$ cat config.mk
export PLATFORM = sky130hd
export DESIGN_NAME = obi_mem_arbiter_flat
export DESIGN_NICKNAME = d
export VERILOG_FILES = /design/src/rtl/obi_mem_pkg.sv /design/src/rtl/obi_mem_arbiter_if.sv /design/src/rtl/obi_rr_arb2.sv /design/src/rtl/obi_mem_arbiter.sv /design/src/flat_wrapper.sv
export SDC_FILE = /design/constraint.sdc
export NUM_CORES = 1
export LEC_CHECK = 0
export CORE_AREA = 8 8 115 117
export CTS_CLUSTER_SIZE = 40
export DETAILED_ROUTE_END_ITERATION = 16
export DIE_AREA = 0 0 123 125
export HOLD_SLACK_MARGIN = 0.02
export PLACE_DENSITY_LB_ADDON = 0.08
export SKIP_CTS_REPAIR_TIMING = 1
export SLEW_MARGIN = 40
export SYNTH_ARGS = -nofsm -noshare
export SYNTH_HDL_FRONTEND = slang
export SYNTH_HIERARCHICAL = 1
export SYNTH_SLANG_ARGS = --single-unit
$ cat constraint.sdc
create_clock -name clk -period 2.35 [get_ports clk]
set_input_delay 0.3525 -clock clk [delete_from_list [all_inputs] [get_ports clk]]
set_output_delay 0.3525 -clock clk [all_outputs]
set_load 0.02 [all_outputs]
$ cat src/rtl/obi_mem_pkg.sv
// Shared types and helpers for the two-port OBI front end of mem_aligned_32.
// Build option OBI_ARB_FIXED_PRIO_EN selects fixed priority instead of round-robin.
package obi_mem_pkg;

  typedef logic port_idx_t;

  localparam port_idx_t PORT_IF  = 1'b0;
  localparam port_idx_t PORT_LSU = 1'b1;

  localparam logic [31:0] RDATA_ERR = 32'h0;

  typedef struct packed {
    logic [31:0] addr;
    logic        we;
    logic [3:0]  be;
    logic [31:0] wdata;
  } obi_req_t;

  typedef struct packed {
    logic [31:0] rdata;
    logic        err;
  } obi_rsp_t;

  // True when every address bit above the word index is zero.
  function automatic logic addr_in_range(input logic [31:0] addr,
                                         input int unsigned mem_width);
    logic [31:0] hi;
    hi = addr >> (mem_width + 32'd2);
    return (hi == 32'h0);
  endfunction

endpackage

$ cat src/rtl/obi_mem_arbiter_if.sv
// Bus bundle for obi_mem_arbiter: two OBI manager ports plus the memory port.
// Handshake: a request transfers in the cycle where req_p && gnt_p; its response
// appears exactly one cycle later as rvalid_p, and managers must always accept it.
interface obi_mem_arbiter_if;

  logic        req_0,    req_1;
  logic        gnt_0,    gnt_1;
  logic [31:0] addr_0,   addr_1;
  logic        we_0,     we_1;
  logic [3:0]  be_0,     be_1;
  logic [31:0] wdata_0,  wdata_1;
  logic        rvalid_0, rvalid_1;
  logic [31:0] rdata_0,  rdata_1;
  logic        err_0,    err_1;

  logic        mem_we;
  logic [3:0]  mem_be;
  logic [31:0] mem_a;
  logic [31:0] mem_wd;
  logic [31:0] mem_rd;
  logic        mem_err;

  modport slave (
    input  req_0, addr_0, we_0, be_0, wdata_0,
    input  req_1, addr_1, we_1, be_1, wdata_1,
    output gnt_0, rvalid_0, rdata_0, err_0,
    output gnt_1, rvalid_1, rdata_1, err_1,
    output mem_we, mem_be, mem_a, mem_wd,
    input  mem_rd, mem_err
  );

  modport master (
    output req_0, addr_0, we_0, be_0, wdata_0,
    output req_1, addr_1, we_1, be_1, wdata_1,
    input  gnt_0, rvalid_0, rdata_0, err_0,
    input  gnt_1, rvalid_1, rdata_1, err_1,
    input  mem_we, mem_be, mem_a, mem_wd,
    output mem_rd, mem_err
  );

endinterface

$ cat src/rtl/obi_rr_arb2.sv
// Two-input arbiter: round-robin on the last granted port, or fixed priority to
// port 1 when OBI_ARB_FIXED_PRIO_EN is defined. Grants are combinational.
module obi_rr_arb2
  import obi_mem_pkg::*;
(
  input  logic clk,
  input  logic reset,
  input  logic req_0,
  input  logic req_1,
  output logic gnt_0,
  output logic gnt_1,
  output logic gnt_valid
);

  port_idx_t win;

`ifdef OBI_ARB_FIXED_PRIO_EN

  always_comb begin
    win = PORT_IF;
    if (req_1) begin
      win = PORT_LSU;
    end
  end

`else

  port_idx_t last_q, last_d;

  // On a contest the port that did not win last time is served.
  always_comb begin
    win = PORT_IF;
    if (req_0 && req_1) begin
      win = (last_q == PORT_LSU) ? PORT_IF : PORT_LSU;
    end else if (req_1) begin
      win = PORT_LSU;
    end
  end

  always_comb begin
    last_d = last_q;
    if (gnt_valid) begin
      last_d = win;
    end
  end

  always_ff @(posedge clk) begin
    if (reset) begin
      last_q <= PORT_LSU;
    end else begin
      last_q <= last_d;
    end
  end

`endif

  always_comb begin
    gnt_0 = 1'b0;
    gnt_1 = 1'b0;
    if (!reset) begin
      gnt_0 = req_0 && (win == PORT_IF);
      gnt_1 = req_1 && (win == PORT_LSU);
    end
  end

  assign gnt_valid = gnt_0 | gnt_1;

endmodule

$ cat src/rtl/obi_mem_arbiter.sv
// Two-port OBI subordinate in front of mem_aligned_32: arbitration, range check
// and a one-cycle response stage. OBI_ARB_FIXED_PRIO_EN selects fixed priority.
module obi_mem_arbiter
  import obi_mem_pkg::*;
#(
  parameter int unsigned MEM_WIDTH = 6
) (
  input  logic               clk,
  input  logic               reset,
  obi_mem_arbiter_if.slave   bus
);

  obi_req_t  req0_s, req1_s, sel_s;
  logic      gnt_0, gnt_1, gnt_valid;
  logic      sel_in_range;

  logic      rsp_valid_q, rsp_valid_d;
  port_idx_t rsp_port_q,  rsp_port_d;
  obi_rsp_t  rsp_q,       rsp_d;

  always_comb begin
    req0_s.addr  = bus.addr_0;
    req0_s.we    = bus.we_0;
    req0_s.be    = bus.be_0;
    req0_s.wdata = bus.wdata_0;
    req1_s.addr  = bus.addr_1;
    req1_s.we    = bus.we_1;
    req1_s.be    = bus.be_1;
    req1_s.wdata = bus.wdata_1;
  end

  obi_rr_arb2 u_arb (
    .clk       (clk),
    .reset     (reset),
    .req_0     (bus.req_0),
    .req_1     (bus.req_1),
    .gnt_0     (gnt_0),
    .gnt_1     (gnt_1),
    .gnt_valid (gnt_valid)
  );

  assign bus.gnt_0 = gnt_0;
  assign bus.gnt_1 = gnt_1;

  // Port 0 drives the memory address lines whenever port 1 is not granted.
  assign sel_s        = gnt_1 ? req1_s : req0_s;
  assign sel_in_range = addr_in_range(sel_s.addr, MEM_WIDTH);

  assign bus.mem_a  = sel_s.addr;
  assign bus.mem_be = sel_s.be;
  assign bus.mem_wd = sel_s.wdata;
  assign bus.mem_we = gnt_valid && sel_s.we && sel_in_range;

  always_comb begin
    rsp_valid_d = gnt_valid;
    rsp_port_d  = rsp_port_q;
    rsp_d       = rsp_q;
    if (gnt_valid) begin
      rsp_port_d = gnt_1 ? PORT_LSU : PORT_IF;
      if (!sel_in_range) begin
        rsp_d.rdata = RDATA_ERR;
        rsp_d.err   = 1'b1;
      end else begin
        rsp_d.rdata = sel_s.we ? 32'h0 : bus.mem_rd;
        rsp_d.err   = bus.mem_err;
      end
    end
  end

  always_ff @(posedge clk) begin
    if (reset) begin
      rsp_valid_q <= 1'b0;
      rsp_port_q  <= PORT_IF;
      rsp_q       <= '0;
    end else begin
      rsp_valid_q <= rsp_valid_d;
      rsp_port_q  <= rsp_port_d;
      rsp_q       <= rsp_d;
    end
  end

  // Masking with reset drops a response whose grant was followed by reset.
  always_comb begin
    bus.rvalid_0 = !reset && rsp_valid_q && (rsp_port_q == PORT_IF);
    bus.rvalid_1 = !reset && rsp_valid_q && (rsp_port_q == PORT_LSU);
    bus.rdata_0  = reset ? 32'h0 : rsp_q.rdata;
    bus.rdata_1  = reset ? 32'h0 : rsp_q.rdata;
    bus.err_0    = reset ? 1'b0  : rsp_q.err;
    bus.err_1    = reset ? 1'b0  : rsp_q.err;
  end

  a_single_gnt : assert property (@(posedge clk) disable iff (reset)
    !(gnt_0 && gnt_1));
  a_gnt_has_req : assert property (@(posedge clk) disable iff (reset)
    (!gnt_0 || bus.req_0) && (!gnt_1 || bus.req_1));

endmodule

$ cat src/flat_wrapper.sv
// flat-port wrapper written by rule: the top's interface ports become plain ports
module obi_mem_arbiter_flat import obi_mem_pkg::*;
#(
  parameter int unsigned MEM_WIDTH = 6
)
  (clk, reset, bus_req_0, bus_addr_0, bus_we_0, bus_be_0, bus_wdata_0, bus_req_1, bus_addr_1, bus_we_1, bus_be_1, bus_wdata_1, bus_gnt_0, bus_rvalid_0, bus_rdata_0, bus_err_0, bus_gnt_1, bus_rvalid_1, bus_rdata_1, bus_err_1, bus_mem_we, bus_mem_be, bus_mem_a, bus_mem_wd, bus_mem_rd, bus_mem_err);
  obi_mem_arbiter_if bus_i ();
  input  logic clk;
  input  logic reset;
  input wire logic [$bits(bus_i.req_0)-1:0] bus_req_0;
  input wire logic [$bits(bus_i.addr_0)-1:0] bus_addr_0;
  input wire logic [$bits(bus_i.we_0)-1:0] bus_we_0;
  input wire logic [$bits(bus_i.be_0)-1:0] bus_be_0;
  input wire logic [$bits(bus_i.wdata_0)-1:0] bus_wdata_0;
  input wire logic [$bits(bus_i.req_1)-1:0] bus_req_1;
  input wire logic [$bits(bus_i.addr_1)-1:0] bus_addr_1;
  input wire logic [$bits(bus_i.we_1)-1:0] bus_we_1;
  input wire logic [$bits(bus_i.be_1)-1:0] bus_be_1;
  input wire logic [$bits(bus_i.wdata_1)-1:0] bus_wdata_1;
  output wire logic [$bits(bus_i.gnt_0)-1:0] bus_gnt_0;
  output wire logic [$bits(bus_i.rvalid_0)-1:0] bus_rvalid_0;
  output wire logic [$bits(bus_i.rdata_0)-1:0] bus_rdata_0;
  output wire logic [$bits(bus_i.err_0)-1:0] bus_err_0;
  output wire logic [$bits(bus_i.gnt_1)-1:0] bus_gnt_1;
  output wire logic [$bits(bus_i.rvalid_1)-1:0] bus_rvalid_1;
  output wire logic [$bits(bus_i.rdata_1)-1:0] bus_rdata_1;
  output wire logic [$bits(bus_i.err_1)-1:0] bus_err_1;
  output wire logic [$bits(bus_i.mem_we)-1:0] bus_mem_we;
  output wire logic [$bits(bus_i.mem_be)-1:0] bus_mem_be;
  output wire logic [$bits(bus_i.mem_a)-1:0] bus_mem_a;
  output wire logic [$bits(bus_i.mem_wd)-1:0] bus_mem_wd;
  input wire logic [$bits(bus_i.mem_rd)-1:0] bus_mem_rd;
  input wire logic [$bits(bus_i.mem_err)-1:0] bus_mem_err;
  assign bus_i.req_0 = bus_req_0;
  assign bus_i.addr_0 = bus_addr_0;
  assign bus_i.we_0 = bus_we_0;
  assign bus_i.be_0 = bus_be_0;
  assign bus_i.wdata_0 = bus_wdata_0;
  assign bus_i.req_1 = bus_req_1;
  assign bus_i.addr_1 = bus_addr_1;
  assign bus_i.we_1 = bus_we_1;
  assign bus_i.be_1 = bus_be_1;
  assign bus_i.wdata_1 = bus_wdata_1;
  assign bus_gnt_0 = bus_i.gnt_0;
  assign bus_rvalid_0 = bus_i.rvalid_0;
  assign bus_rdata_0 = bus_i.rdata_0;
  assign bus_err_0 = bus_i.err_0;
  assign bus_gnt_1 = bus_i.gnt_1;
  assign bus_rvalid_1 = bus_i.rvalid_1;
  assign bus_rdata_1 = bus_i.rdata_1;
  assign bus_err_1 = bus_i.err_1;
  assign bus_mem_we = bus_i.mem_we;
  assign bus_mem_be = bus_i.mem_be;
  assign bus_mem_a = bus_i.mem_a;
  assign bus_mem_wd = bus_i.mem_wd;
  assign bus_i.mem_rd = bus_mem_rd;
  assign bus_i.mem_err = bus_mem_err;
  obi_mem_arbiter #(.MEM_WIDTH(MEM_WIDTH)) u_core (.clk(clk), .reset(reset), .bus(bus_i));
endmodule
==> results by group <==
GRT
  – Initial antenna violation count: 0
  – Gr ovfl total: 0
  – Vias in the first global route: 3710
  – First-pass GRT wire length: 22500 um
  – Largest net degree at the start of global routing: 42
  – GR Util All Layers: 18.9%

Synthesis
  – Synth top cells by count: mux2_2, nor2b_1, dfxtp_1
  – Async SR Flop Fraction: 0%
  – Post-synth top area share: 26.7%
  – Library cells used by synthesis: 26
  – Syn_area_per_cell: 9.63 um^2
  – Ranking of synthesized cells by area: mux2_2, dfxtp_1, nor2b_1
  – Yosys warns: 6
  – EDFF count, synth: 0
  – Syn nets: 473
  – Synth Instances: 298
  – Top FF cell, synth: dfxtp_1
  – Post-synthesis register bit count: 36
  – Yosys top cell by area: mux2_2
  – Post-Syn Area: 2870 um^2
  – Register area share after synthesis: 25.1%

Worst setup path
  – CP bufs+invs: 3
  – Crit-path cells: clkdlybuf4s50_1, nor4_2, buf_4, nand3b_1, a21boi_4, nor4b_4, buf_4
  – CP Launch Type: input pin
  – R2R Setup Slk: 0.30 ns
  – Family with the most delay on the worst path: buffers and inverters
  – Most used cell, CP: buf_4
  – Worst Path Required: 2.00 ns
  – RR Endpoint: u_core/rsp_q[27]
  – Crit path max fanout: 2
  – Crit end category: output pin
  – R2R depth: 8
  – Max incr delay on CP: 0.44 ns
  – Critical Path AT: 2.00 ns
  – Slowest-stage cell, CP: clkdlybuf4s50_1
  – Crit Path Class: input pin to output pin
  – Origin of the critical flop-to-flop path: u_core/u_arb/last_q

Clock tree
  – Clock slew at reported path FFs: 0.06 ns
  – H-Tree Depth: 2
  – Clk sink count: 36
  – Cts bufs inserted: 5
  – CTS tree: built
  – Bufs on Longest Clock Path: 2
  – Clock Tree Root: clkbuf_16
  – Clock latency on the worst-skew pair: 0.27 ns

Hold path
  – Worst min-delay path class: input pin to flop
  – Hold Startpoint: bus_req_0
  – Hold Path Depth: 3
  – Worst Hold Path EP: u_core/u_arb/last_q

Detailed routing
  – Pre-Repair DR Iteration Count: 4
  – Initial drt markers: 133
  – Drt wl/cell: 21.7 um
  – Final WL: 15800 um
  – Via count: 3363
  – # DRC: 0
  – Vias per cell: 4.61
  – Antenna Nets Post-Route: 0

Placement
  – Pre-CTS setup slack: -0.807 ns
  – Gp weighted congestion: 0.763
  – Buffers on Ports: 313
  – Hpwl dp: 12900 um

STA
  – Max-slew headroom: 69.1%
  – RSZ-0062 raised after global routing: yes
  – Clock skew: 0.00508 ns
  – Slew Limit Fails: 0
  – Worst-Margin Slew: 0.464 ns
  – Setup TNS: 0 ns
  – Hold_ws: 0.417 ns
  – FMAX: 426 MHz
  – Setup ws final: 0.000843 ns
  – Endpoints failing hold: 0
  – Final setup violating endpoints: 0
  – Fin crit share: 100%
  – Min Clock Period, post-route: 2.35 ns

Final layout
  – Nets: 756
  – Area taken by flip-flops and latches: 721 um^2
  – Synthesis-to-layout area growth: 122%
  – # diodes: 0
  – Area taken by multi-input logic gates: 1810 um^2
  – Ratio of cells with drive above 1 in the final layout: 21.5%
  – Layout fillers: 1035

Power
  – Power Dens Cells: 335 nW/um^2
  – Leak Pwr: 0.00309 uW
  – VDD IR max: 0.000272 V

Floorplan
  – Die footprint: 15400 um^2
  – Io pins: 314
  – Core area: 11600 um^2
  – Die H: 125 um
  – Num rows: 40
  – DIE WIDTH: 123 um
  – Initial Util: 24.7%

Status
  – Status: complete, no violations

Flow run
  – Total of max-cap violations: 0
[routing by layer]
| metal | share of wire, % | wire length (um) | global-route usage [%] | vias up |
|---|---|---|---|---|
| li1 | - | - | - | 1622 |
| met1 | 33 | 5240 | 18.0 | 1585 |
| met2 | 56 | 8830 | 36.3 | 143 |
| met3 | 9.7 | 1530 | 7.65 | 13 |
| met4 | 1.5 | 240 | 4.11 | 0 |
| met5 | 0 | 0 | 0 | - |
[tightest hold or removal path, stage by stage]
cell,delay (ns)
dlymetal6s2s_1,0.13
nand2_1,0.08
a21o_1,0.11
[cell families (layout without fill, tap and decap cells)]
logic type / count (synthesis) / after routing / synth area share, %
simple gates: 96 / 96 / 21.0
compound gates: 36 / 36 / 12.3
buf+inv: 60 / 344 / 14.2
flops: 36 / 36 / 25.1
mux: 70 / 70 / 27.4
[state kept, by name (all words and copies together), names as in the netlist]
name and flops:
u_core/rsp_q 33, u_core/u_arb/last_q 1, u_core/rsp_port_q 1, u_core/rsp_valid_q 1
[stage by stage]
stage | util (%) | power [uW] | instances | area [um^2]
floorplan | - | 933 | 298 | 2880
global placement | 51.2 | 1470 | 715 | 5950
detailed placement | 51.2 | 1470 | 715 | 5950
CTS | 52.5 | 2170 | 723 | 6100
global route | 54.8 | 2230 | 729 | 6370
finish | 54.8 | 2130 | 729 | 6370
[area by class of cell]
class	instances	share of cell area [%]
sequential	36	11.3
clock inverter	1	0.118
clock buffer	7	2.24
multi-input combinational	202	28.4
timing repair buffer	335	55.0
tap	147	2.89
inverter	1	0.0589
[cell usage in the layout, fill, tap and decap left out, types with 2 or more instances in the layout]
| cell type | netlist | routed |
|---|---|---|
| clkdlybuf4s50_1 | 0 | 239 |
| mux2_2 | 68 | 68 |
| nor2b_1 | 68 | 67 |
| dlymetal6s2s_1 | 0 | 57 |
| dfxtp_1 | 36 | 36 |
| a41o_1 | 32 | 32 |
| clkbuf_2 | 0 | 13 |
| buf_4 | 33 | 12 |
| clkbuf_16 | 0 | 8 |
| nor4_1 | 11 | 6 |
| buf_6 | 2 | 5 |
| nor4_2 | 0 | 5 |
| nor2_1 | 5 | 4 |
| buf_12 | 0 | 3 |
| nor3b_1 | 2 | 2 |
| mux2i_1 | 2 | 2 |
| and4_1 | 2 | 2 |
[power by group]
group | switching (uW) | total (uW) | internal [uW]
clock network | 248 | 671 | 422
logic | 336 | 845 | 509
registers | 2.08 | 617 | 615
total | 586 | 2130 | 1550
[worst max-delay path by stage]
stage,startpoint,endpoint,slack [ns],cells past startpoint
after global routing,u_core/u_arb/last_q,bus_mem_we,-0.12,7
final,bus_addr_0[11],bus_mem_we,0.0008,7
after global placement,bus_addr_0[9],bus_mem_we,-0.76,7
after CTS,bus_req_0,bus_mem_we,-0.81,8
after detailed placement,bus_req_0,bus_mem_we,-0.81,8
after floorplan,bus_req_0,bus_mem_we,0.17,5
Note: power is estimated with default switching activity, not from simulation.
